--- config.mk ---
export PLATFORM = sky130hd
export DESIGN_NAME = led_frame_scheduler_flat
export DESIGN_NICKNAME = d
export VERILOG_FILES = /design/src/rtl/led_frame_scheduler_pkg.sv /design/src/rtl/led_frame_scheduler_if.sv /design/src/rtl/led_frame_scheduler_spi_serializer.sv /design/src/rtl/led_frame_scheduler.sv /design/src/flat_wrapper.sv
export SDC_FILE = /design/constraint.sdc
export NUM_CORES = 1
export LEC_CHECK = 0
export ABC_AREA = 1
export CELL_PAD_IN_SITES_DETAIL_PLACEMENT = 0
export CELL_PAD_IN_SITES_GLOBAL_PLACEMENT = 2
export CORE_UTILIZATION = 25
export DETAILED_ROUTE_END_ITERATION = 6
export PLACE_DENSITY = 0.79
export SYNTH_ARGS = -nofsm -noshare
export SYNTH_HDL_FRONTEND = slang
export SYNTH_SLANG_ARGS = --single-unit
export TNS_END_PERCENT = 20
--- constraint.sdc ---
create_clock -name i_CLK -period 1.9 [get_ports i_CLK]
set_clock_uncertainty 0.2 [all_clocks]
set_input_delay 0.19 -clock i_CLK [delete_from_list [all_inputs] [get_ports i_CLK]]
set_output_delay 0.19 -clock i_CLK [all_outputs]
set_load 0.05 [all_outputs]
--- src/rtl/led_frame_scheduler_pkg.sv ---
// Shared constants, state encodings and frame helpers for the LED array
// configuration-port scheduler.
package led_array_pkg;

  localparam int FRAME_W = 32;
  localparam int CMD_W   = 8;
  localparam int DATA_W  = 24;

  localparam logic [CMD_W-1:0] CMD_NOP   = 8'h00;
  localparam logic [CMD_W-1:0] CMD_WRITE = 8'h03;

  // Serializer bit-level states; ST_GAP is the inter-frame quiet time.
  typedef enum logic [1:0] {
    ST_IDLE,
    ST_SHIFT_LO,
    ST_SHIFT_HI,
    ST_GAP
  } state_t;

  // Scheduler-level view: waiting, frame on the wire, enforced gap.
  typedef enum logic [1:0] {
    SCHED_IDLE,
    SCHED_XFER,
    SCHED_GAP
  } sched_t;

  function automatic logic [FRAME_W-1:0] make_frame(input logic [CMD_W-1:0]  cmd,
                                                    input logic [DATA_W-1:0] data);
    return {cmd, data};
  endfunction

endpackage

--- src/rtl/led_frame_scheduler_if.sv ---
// Two-requester frame handshake: each requester holds req/frame until its ack pulse.
interface led_frame_scheduler_if #(
  parameter int FRAME_W = led_array_pkg::FRAME_W
);
  logic               req0;
  logic [FRAME_W-1:0] frame0;
  logic               ack0;
  logic               req1;
  logic [FRAME_W-1:0] frame1;
  logic               ack1;

  modport master (output req0, frame0, req1, frame1, input ack0, ack1);
  modport slave  (input req0, frame0, req1, frame1, output ack0, ack1);
endinterface

--- src/rtl/led_frame_scheduler_spi_serializer.sv ---
// Shifts one captured frame MSB-first onto SPI; SCK idles high, data only
// changes with the falling edge, done pulses as ENA_n returns high.
module led_spi_serializer
  import led_array_pkg::*;
#(
  parameter int FRAME_W = led_array_pkg::FRAME_W,
  parameter int CLK_DIV = 4
) (
  input  logic               clk,
  input  logic               rst_n,
  input  logic               start,
  input  logic [FRAME_W-1:0] frame,
  output logic               done,
  output logic               spi_clk,
  output logic               spi_ena_n,
  output logic               spi_data
);

  localparam int DIV_W = $clog2(CLK_DIV) + 1;
  localparam int BIT_W = $clog2(FRAME_W) + 1;
  localparam logic [DIV_W-1:0] DIV_LAST = DIV_W'(CLK_DIV - 1);
  localparam logic [BIT_W-1:0] BIT_LAST = BIT_W'(FRAME_W - 1);

  state_t             state_reg, state_next;
  logic [DIV_W-1:0]   div_cnt_reg, div_cnt_next;
  logic [BIT_W-1:0]   bit_cnt_reg, bit_cnt_next;
  logic [FRAME_W-1:0] shift_reg, shift_next;
  logic               sck_reg, sck_next;
  logic               ena_n_reg, ena_n_next;
  logic               data_reg, data_next;
  logic               done_reg, done_next;

  always_ff @(posedge clk or negedge rst_n) begin
    if (!rst_n) begin
      state_reg   <= ST_IDLE;
      div_cnt_reg <= '0;
      bit_cnt_reg <= '0;
      shift_reg   <= '0;
      sck_reg     <= 1'b1;
      ena_n_reg   <= 1'b1;
      data_reg    <= 1'b0;
      done_reg    <= 1'b0;
    end else begin
      state_reg   <= state_next;
      div_cnt_reg <= div_cnt_next;
      bit_cnt_reg <= bit_cnt_next;
      shift_reg   <= shift_next;
      sck_reg     <= sck_next;
      ena_n_reg   <= ena_n_next;
      data_reg    <= data_next;
      done_reg    <= done_next;
    end
  end

  always_comb begin
    state_next   = state_reg;
    div_cnt_next = div_cnt_reg;
    bit_cnt_next = bit_cnt_reg;
    shift_next   = shift_reg;
    sck_next     = sck_reg;
    ena_n_next   = ena_n_reg;
    data_next    = data_reg;
    done_next    = 1'b0;
    case (state_reg)
      ST_IDLE: begin
        if (start) begin
          shift_next   = frame;
          data_next    = frame[FRAME_W-1];
          sck_next     = 1'b0;
          ena_n_next   = 1'b0;
          div_cnt_next = '0;
          bit_cnt_next = BIT_LAST;
          state_next   = ST_SHIFT_LO;
        end
      end
      ST_SHIFT_LO: begin
        if (div_cnt_reg == DIV_LAST) begin
          div_cnt_next = '0;
          sck_next     = 1'b1;
          state_next   = ST_SHIFT_HI;
        end else begin
          div_cnt_next = div_cnt_reg + DIV_W'(1);
        end
      end
      ST_SHIFT_HI: begin
        if (div_cnt_reg == DIV_LAST) begin
          div_cnt_next = '0;
          if (bit_cnt_reg == '0) begin
            // Last bit: release the frame but leave SCK at its idle-high level.
            ena_n_next = 1'b1;
            data_next  = 1'b0;
            done_next  = 1'b1;
            state_next = ST_IDLE;
          end else begin
            bit_cnt_next = bit_cnt_reg - BIT_W'(1);
            shift_next   = {shift_reg[FRAME_W-2:0], 1'b0};
            data_next    = shift_reg[FRAME_W-2];
            sck_next     = 1'b0;
            state_next   = ST_SHIFT_LO;
          end
        end else begin
          div_cnt_next = div_cnt_reg + DIV_W'(1);
        end
      end
      default: state_next = ST_IDLE;
    endcase
  end

  assign done      = done_reg;
  assign spi_clk   = sck_reg;
  assign spi_ena_n = ena_n_reg;
  assign spi_data  = data_reg;

endmodule

--- src/rtl/led_frame_scheduler.sv ---
// Round-robin shares the LED array SPI configuration port between the host and
// the pattern engine, enforces an inter-frame gap and gates the array enable.
module led_frame_scheduler
  import led_array_pkg::*;
#(
  parameter int FRAME_W = led_array_pkg::FRAME_W,
  parameter int CLK_DIV = 4,
  parameter int GAP_CYC = 8
) (
  input  logic                  i_CLK,
  input  logic                  i_RESET_n,
  led_frame_scheduler_if.slave  req_if,
  input  logic                  i_run,
  output logic                  o_busy,
  output logic                  o_done,
  output logic                  o_done_id,
  output logic                  o_SPI_CLK,
  output logic                  o_SPI_ENA_n,
  output logic                  o_SPI_DATA,
  output logic                  o_ENA_p
);

  localparam int GAP_W = $clog2(GAP_CYC) + 1;
  localparam logic [GAP_W-1:0] GAP_LAST = GAP_W'(GAP_CYC - 1);

  sched_t             sched_reg, sched_next;
  logic [GAP_W-1:0]   gap_cnt_reg, gap_cnt_next;
  logic               ack0_reg, ack0_next;
  logic               ack1_reg, ack1_next;
  logic               busy_reg, busy_next;
  logic               last_grant_reg, last_grant_next;
  logic               active_id_reg, active_id_next;
  logic               configured_reg, configured_next;
  logic               ena_p_reg, ena_p_next;
  logic               grant_id;
  logic               ser_start;
  logic               ser_done;
  logic [FRAME_W-1:0] ser_frame;

  always_ff @(posedge i_CLK or negedge i_RESET_n) begin
    if (!i_RESET_n) begin
      sched_reg      <= SCHED_IDLE;
      gap_cnt_reg    <= '0;
      ack0_reg       <= 1'b0;
      ack1_reg       <= 1'b0;
      busy_reg       <= 1'b0;
      last_grant_reg <= 1'b1;
      active_id_reg  <= 1'b0;
      configured_reg <= 1'b0;
      ena_p_reg      <= 1'b0;
    end else begin
      sched_reg      <= sched_next;
      gap_cnt_reg    <= gap_cnt_next;
      ack0_reg       <= ack0_next;
      ack1_reg       <= ack1_next;
      busy_reg       <= busy_next;
      last_grant_reg <= last_grant_next;
      active_id_reg  <= active_id_next;
      configured_reg <= configured_next;
      ena_p_reg      <= ena_p_next;
    end
  end

  always_comb begin
    sched_next      = sched_reg;
    gap_cnt_next    = gap_cnt_reg;
    ack0_next       = 1'b0;
    ack1_next       = 1'b0;
    busy_next       = busy_reg;
    last_grant_next = last_grant_reg;
    active_id_next  = active_id_reg;
    ser_start       = 1'b0;
    // On contention the requester that was not served last wins.
    grant_id        = (req_if.req0 && req_if.req1) ? ~last_grant_reg : req_if.req1;
    ser_frame       = grant_id ? req_if.frame1 : req_if.frame0;
    // Folding ser_done in lets the enable rise on the cycle right after o_done.
    configured_next = configured_reg | ser_done;
    ena_p_next      = i_run & (configured_reg | ser_done);
    case (sched_reg)
      SCHED_IDLE: begin
        if (req_if.req0 || req_if.req1) begin
          ser_start       = 1'b1;
          ack0_next       = ~grant_id;
          ack1_next       = grant_id;
          busy_next       = 1'b1;
          last_grant_next = grant_id;
          active_id_next  = grant_id;
          sched_next      = SCHED_XFER;
        end
      end
      SCHED_XFER: begin
        if (ser_done) begin
          // The o_done cycle already counts as the first gap cycle.
          if (GAP_CYC <= 1) begin
            busy_next  = 1'b0;
            sched_next = SCHED_IDLE;
          end else begin
            gap_cnt_next = GAP_W'(1);
            sched_next   = SCHED_GAP;
          end
        end
      end
      SCHED_GAP: begin
        if (gap_cnt_reg == GAP_LAST) begin
          gap_cnt_next = '0;
          busy_next    = 1'b0;
          sched_next   = SCHED_IDLE;
        end else begin
          gap_cnt_next = gap_cnt_reg + GAP_W'(1);
        end
      end
      default: sched_next = SCHED_IDLE;
    endcase
  end

  led_spi_serializer #(
    .FRAME_W (FRAME_W),
    .CLK_DIV (CLK_DIV)
  ) u_serializer (
    .clk       (i_CLK),
    .rst_n     (i_RESET_n),
    .start     (ser_start),
    .frame     (ser_frame),
    .done      (ser_done),
    .spi_clk   (o_SPI_CLK),
    .spi_ena_n (o_SPI_ENA_n),
    .spi_data  (o_SPI_DATA)
  );

  assign req_if.ack0 = ack0_reg;
  assign req_if.ack1 = ack1_reg;
  assign o_busy      = busy_reg;
  assign o_done      = ser_done;
  assign o_done_id   = active_id_reg;
  assign o_ENA_p     = ena_p_reg;

endmodule

--- src/flat_wrapper.sv ---
// flat-port wrapper written by rule: the top's interface ports become plain ports
module led_frame_scheduler_flat import led_array_pkg::*;
#(
  parameter int FRAME_W = led_array_pkg::FRAME_W,
  parameter int CLK_DIV = 4,
  parameter int GAP_CYC = 8
)
  (i_CLK, i_RESET_n, i_run, o_busy, o_done, o_done_id, o_SPI_CLK, o_SPI_ENA_n, o_SPI_DATA, o_ENA_p, req_if_req0, req_if_frame0, req_if_req1, req_if_frame1, req_if_ack0, req_if_ack1);
  led_frame_scheduler_if #(.FRAME_W(FRAME_W)) req_if_i ();
  input  logic i_CLK;
  input  logic i_RESET_n;
  input  logic i_run;
  output logic o_busy;
  output logic o_done;
  output logic o_done_id;
  output logic o_SPI_CLK;
  output logic o_SPI_ENA_n;
  output logic o_SPI_DATA;
  output logic o_ENA_p;
  input wire logic [$bits(req_if_i.req0)-1:0] req_if_req0;
  input wire logic [$bits(req_if_i.frame0)-1:0] req_if_frame0;
  input wire logic [$bits(req_if_i.req1)-1:0] req_if_req1;
  input wire logic [$bits(req_if_i.frame1)-1:0] req_if_frame1;
  output wire logic [$bits(req_if_i.ack0)-1:0] req_if_ack0;
  output wire logic [$bits(req_if_i.ack1)-1:0] req_if_ack1;
  assign req_if_i.req0 = req_if_req0;
  assign req_if_i.frame0 = req_if_frame0;
  assign req_if_i.req1 = req_if_req1;
  assign req_if_i.frame1 = req_if_frame1;
  assign req_if_ack0 = req_if_i.ack0;
  assign req_if_ack1 = req_if_i.ack1;
  led_frame_scheduler #(.FRAME_W(FRAME_W), .CLK_DIV(CLK_DIV), .GAP_CYC(GAP_CYC)) u_core (.i_CLK(i_CLK), .i_RESET_n(i_RESET_n), .req_if(req_if_i), .i_run(i_run), .o_busy(o_busy), .o_done(o_done), .o_done_id(o_done_id), .o_SPI_CLK(o_SPI_CLK), .o_SPI_ENA_n(o_SPI_ENA_n), .o_SPI_DATA(o_SPI_DATA), .o_ENA_p(o_ENA_p));
endmodule
* Word-level counts from Yosys, hierarchy flattened
Cells that the tools add are included.
** Cells by class
- $add $sub $neg :: 3
- Equality and inequality tests :: 14
- Multiplexer cells :: 49
- Bitwise gates (word level) :: 4
- Reductions and logical operators :: 21
** Operator list (count)
- 31-bit 2-to-1 mux :: 3
- 31-bit case mux with 2 select lines :: 1
- 32-bit 2-to-1 mux :: 1
- 1-bit 2-to-1 mux :: 22
- 6-bit 2-to-1 mux :: 3
- 2-bit 2-to-1 mux :: 6
- 2-bit case mux with 3 select lines :: 2
- 6-bit case mux with 2 select lines :: 1
- 3-bit AND reduction :: 4
- 2-bit != test (second input constant) :: 5
- 4-bit 2-to-1 mux :: 2
- 4-bit case mux with 2 select lines :: 1
- 4-bit AND reduction :: 2
- 2-bit nonzero test :: 4
- 6-bit zero test :: 1
- 3-bit 2-to-1 mux :: 2
- 2-bit by 1-bit != test with 1-bit output (second input constant) :: 3
- 1-bit case mux with 2 select lines :: 3
- 3-bit case mux with 2 select lines :: 1
- 2-bit AND reduction :: 3
- 6-bit by 1-bit subtractor with 6-bit output (second input constant) :: 1
- 5-bit AND reduction :: 1
- 4-bit by 1-bit adder with 4-bit output (second input constant) :: 1
- 2-bit by 1-bit equality test with 1-bit output (second input constant) :: 2
- other kinds (13) :: 16
** Storage, ports and cells
- Register bits :: 59
- Output and inout bits :: 9
- Word-level logic and storage cells :: 108

* Logic depth before layout (Yosys ltp)
- Depth after elaboration :: 5
- Depth in mapped cells :: 11
- Gate-level depth less buffers :: 10

* Modules after synthesis
A second synthesis with hierarchy kept.
** Second synthesis, totals
- Cells, all modules :: 416
- Area, all modules :: 3358.2 um^2
** By module, submodules not included
- led_spi_serializer :: times used 1, cells each 247, area an instance 2354.8 um^2
- led_frame_scheduler :: times used 1, cells each 169, area an instance 1003.5 um^2

* Worst setup path after synthesis
No wires, ideal clock.
- Path kind :: register -> register
- From :: reg u_core.u_serializer.state_reg[0]
- To :: reg u_core.u_serializer.shift_reg[10]
- Arrival time :: 1.477 ns
- Data required time :: 1.584 ns
- Slack :: 0.107 ns
- Stages on the path, launching flop included :: 12
- Path buffers :: 3
- Cell sequence :: dfrtp_1 -> inv_1 -> ha_1 -> buf_4 -> inv_2 -> nand2_1 -> nand2_1 -> nor2_4 -> buf_6 -> buf_6 -> nand2_1 -> nand2_1
** Between the ends
- Cells in the longest elaborated chain, start to end :: 3
- Elaborated cells on any way between the ends :: 8
** Ends and longest elaborated chain
- start, declared :: line led_frame_scheduler_spi_serializer.sv:24 : state_t state_reg, state_next;
- start signal, assigned :: line led_frame_scheduler_spi_serializer.sv:44 : state_reg <= state_next;
- 2-bit equality test or 2-bit zero test (tied branches) :: line led_frame_scheduler_spi_serializer.sv:64 : case (state_reg)
- 2-bit != test (no line) (tied with other cells)
- 4-bit AND reduction (no line)
- end signal, assigned :: line led_frame_scheduler_spi_serializer.sv:47 : shift_reg <= shift_next;
- end, declared :: line led_frame_scheduler_spi_serializer.sv:27 : logic [FRAME_W-1:0] shift_reg, shift_next;
Parallel ways exist; a longest one is shown, timed or not.
A chain may end at the register's enable or synchronous reset.

* Worst setup path after layout
- From :: reg u_core.ack1_reg, in the netlist u_core.req_if.ack1
- To :: out req_if_ack1
** RTL lines
- start, declared :: line led_frame_scheduler.sv:29 : logic ack1_reg, ack1_next;
- start signal, assigned :: line led_frame_scheduler.sv:55 : ack1_reg <= ack1_next;
- end, declared :: line flat_wrapper.sv:25 : output wire logic [$bits(req_if_i.ack1)-1:0] req_if_ack1;
No word-level cell between the ends.

==> impl_metrics.yaml <==
synth:
  synthTopCellsByCount: "212 x nand2_1, 56 x dfrtp_1, 41 x nor2_1"
  syn_inst: 448
  syn_nets: 526
  yosysTopAreaCell: "dfrtp_1"
  synth_area_um2: 3260
  yosysUniqueCellTypes: 27
  yosysMostFrequentCell: "nand2_1"
  synth_area_leaders: "dfrtp_1 43%, nand2_1 24%, a31oi_1 5.8%"
  yosys_warnings: 0
  synth_edf_count: 0
  synth_top_flop_cell: "dfrtp_1"
  ys_seq_elements: 59
  yosysTopAreaCellShare: 0.430
  ys_seq_area_frac: 0.455
  synth_async_sr_flop_share: 1.00
  synth.avg_cell_area_um2: 7.27
layout:
  design_area_um2: 4710
  drive_above_1_share: 0.114
  diodes: 0
  synthToLayoutAreaGrowth_pct: 44.5
  largest_reg_flops: 31
  nets: 618
  fin_cells: 717
sta:
  fin_crit_ps: 1830
  maxSlewViolCount: 0
  finalHoldViolCount: 0
  worst_slack_ps: 71.1
  setup_viol: 0
  finalCritPeriodShare: 0.963
  slew_headroom: 0.671
  tightestPinTransition_ps: 493
  tns_ps: 0
  max_freq_ghz: 0.547
detailed_routing:
  wl_mm: 8.54
  drt-vias-per-instance: 4.25
  antenna_left: 0
  vias: 3049
  drc: 0
  dr.first_iter.drc_count: 122
  dr.pass1.iters: 4
  routedWlPerCell_um: 11.9
critical_path:
  cpMaxStageDelayCell: "clkdlybuf4s50_1"
  required_ps: 1510
  cp_cell_sequence: "clkdlybuf4s50_1"
  critPathMaxFanout: 1
  cp_num_buf_inv: 1
  regToRegStartpoint: "u_core.u_serializer.state_reg[1]"
  start_kind: "flip-flop"
  r2r_cells: 10
  end_kind: "output port"
  ff2ff_setup_slack_ps: 90
  arrival_ps: 1440
  path_class: "reg -> out"
  rr_endpoint: "u_core.u_serializer.bit_cnt_reg[5]"
  crit_family: "buffers and inverters"
  cpPeakStageDelay_ps: 790
placement:
  port_buffers: 77
  place_area_um2: 4270
  place_ws_ps: -98.0
  dpl.cell_count: 696
  gp_congestion: 0.757
  hpwl_mm: 5.92
global_route:
  grt_pass1_wl_mm: 14.1
  grt_pass1_vias: 3049
  overflow: 0
  grt_antenna_before_repair: 0
  grt_usage: 0.134
  grt_max_degree: 36
clock_network:
  cts-root-buf: "clkbuf_16"
  insertion_delay_ps: 320
  path_clk_slew_ps: 50
  cts.sinks: 59
  cts_buffers: 9
  htree_levels: 3
  cts_tree: "yes"
  cts.path.max_buffers: 2
floorplan:
  start_util: 0.257
  core_um2: 12700
  ioPinCount: 78
  std_cell_rows: 41
  dieArea_um2: 13500
  die_h_um: 116
  die_width_um: 116
flow_run:
  cap_violations: 0
power_and_ir_drop:
  p_per_area_nw_per_um2: 683
  vdd_drop_max_uv: 419
  finalPower_mw: 3.21
  leakage_nw: 2.42
run_status:
  status: "finished, final reports clean"
min_path:
  hp-class: "in -> async"
## cells by family after synthesis
group,after synthesis,synth area share
AOI/OAI and AO/OA,52,0.0953
DFF,59,0.455
xor gates and xnor gates,2,0.00538
adders and majority gates,9,0.0346
buffers and inverters,48,0.0707
and+or+nand+nor,278,0.339
## through the flow
| stage | hold slack [ps] | util |
|---|---|---|
| finish | 135 | 0.371 |
| global route | 193 | 0.371 |
| CTS | 146 | 0.363 |
| detailed placement | -43.7 | 0.337 |
| global placement | -55.2 | 0.337 |
| floorplan | -306 | - |
## report_power, final
part           total (mW)  internal (mW)  switching, mW
Clock                1.65           1.12          0.531
Combinational       0.301          0.179          0.123
Sequential           1.26           1.26        0.00107
## per-layer routing
metal	GRT usage	up-vias	wire, um
met3	0.0234	9	317
met1	0.178	1381	4220
li1	-	1606	-
met4	0.0556	0	107
met2	0.215	53	3890
met5	0	-	0
## placed cells by master (no fill, tap or decap), types with 4 or more instances in the layout
cell type          n
nor2_1            41
nand4_1            4
nand3_1           13
buf_4             23
buf_12             5
o21ai_0           14
a31oi_1           30
clkbuf_16         10
dfrtp_1           56
nand2_1          212
inv_1             24
clkdlybuf4s50_1   69
ha_1               7
## what timing repair did
item                                    CTS  global route
hold buffers                              1             0
gates resized for setup                   2            12
endpoints found under the setup margin   34            37
pin swaps                                 0             1
gates cloned                              0             1
hold endpoints to repair                 42             0
setup buffers                             0             3
## cell type report
cell class	count	area, um2
fillers	1361	7970
multi-input cells	341	1570
flip-flops and latches	59	1480
repair buffers	101	1020
clock buffers	14	274
well taps	172	215
inverters	28	113
clock inverters	2	35.0
## worst max-delay path by stage
stage / start / endpoint / slack (ps) / cells past startpoint
final: u_core.req_if.ack1 / req_if_ack1 / 70 / 1
after global routing: u_core.u_serializer.state_reg[1] / u_core.u_serializer.bit_cnt_reg[1] / -7 / 10
after CTS: u_core.u_serializer.state_reg[1] / u_core.u_serializer.bit_cnt_reg[3] / 40 / 9
after detailed placement: u_core.u_serializer.state_reg[0] / u_core.u_serializer.shift_reg[14] / -100 / 8
after global placement: u_core.u_serializer.state_reg[0] / u_core.u_serializer.shift_reg[18] / -60 / 8
after floorplan: u_core.u_serializer.state_reg[0] / u_core.u_serializer.shift_reg[10] / 110 / 11
No activity file was read; power rests on OpenSTA's default activity.
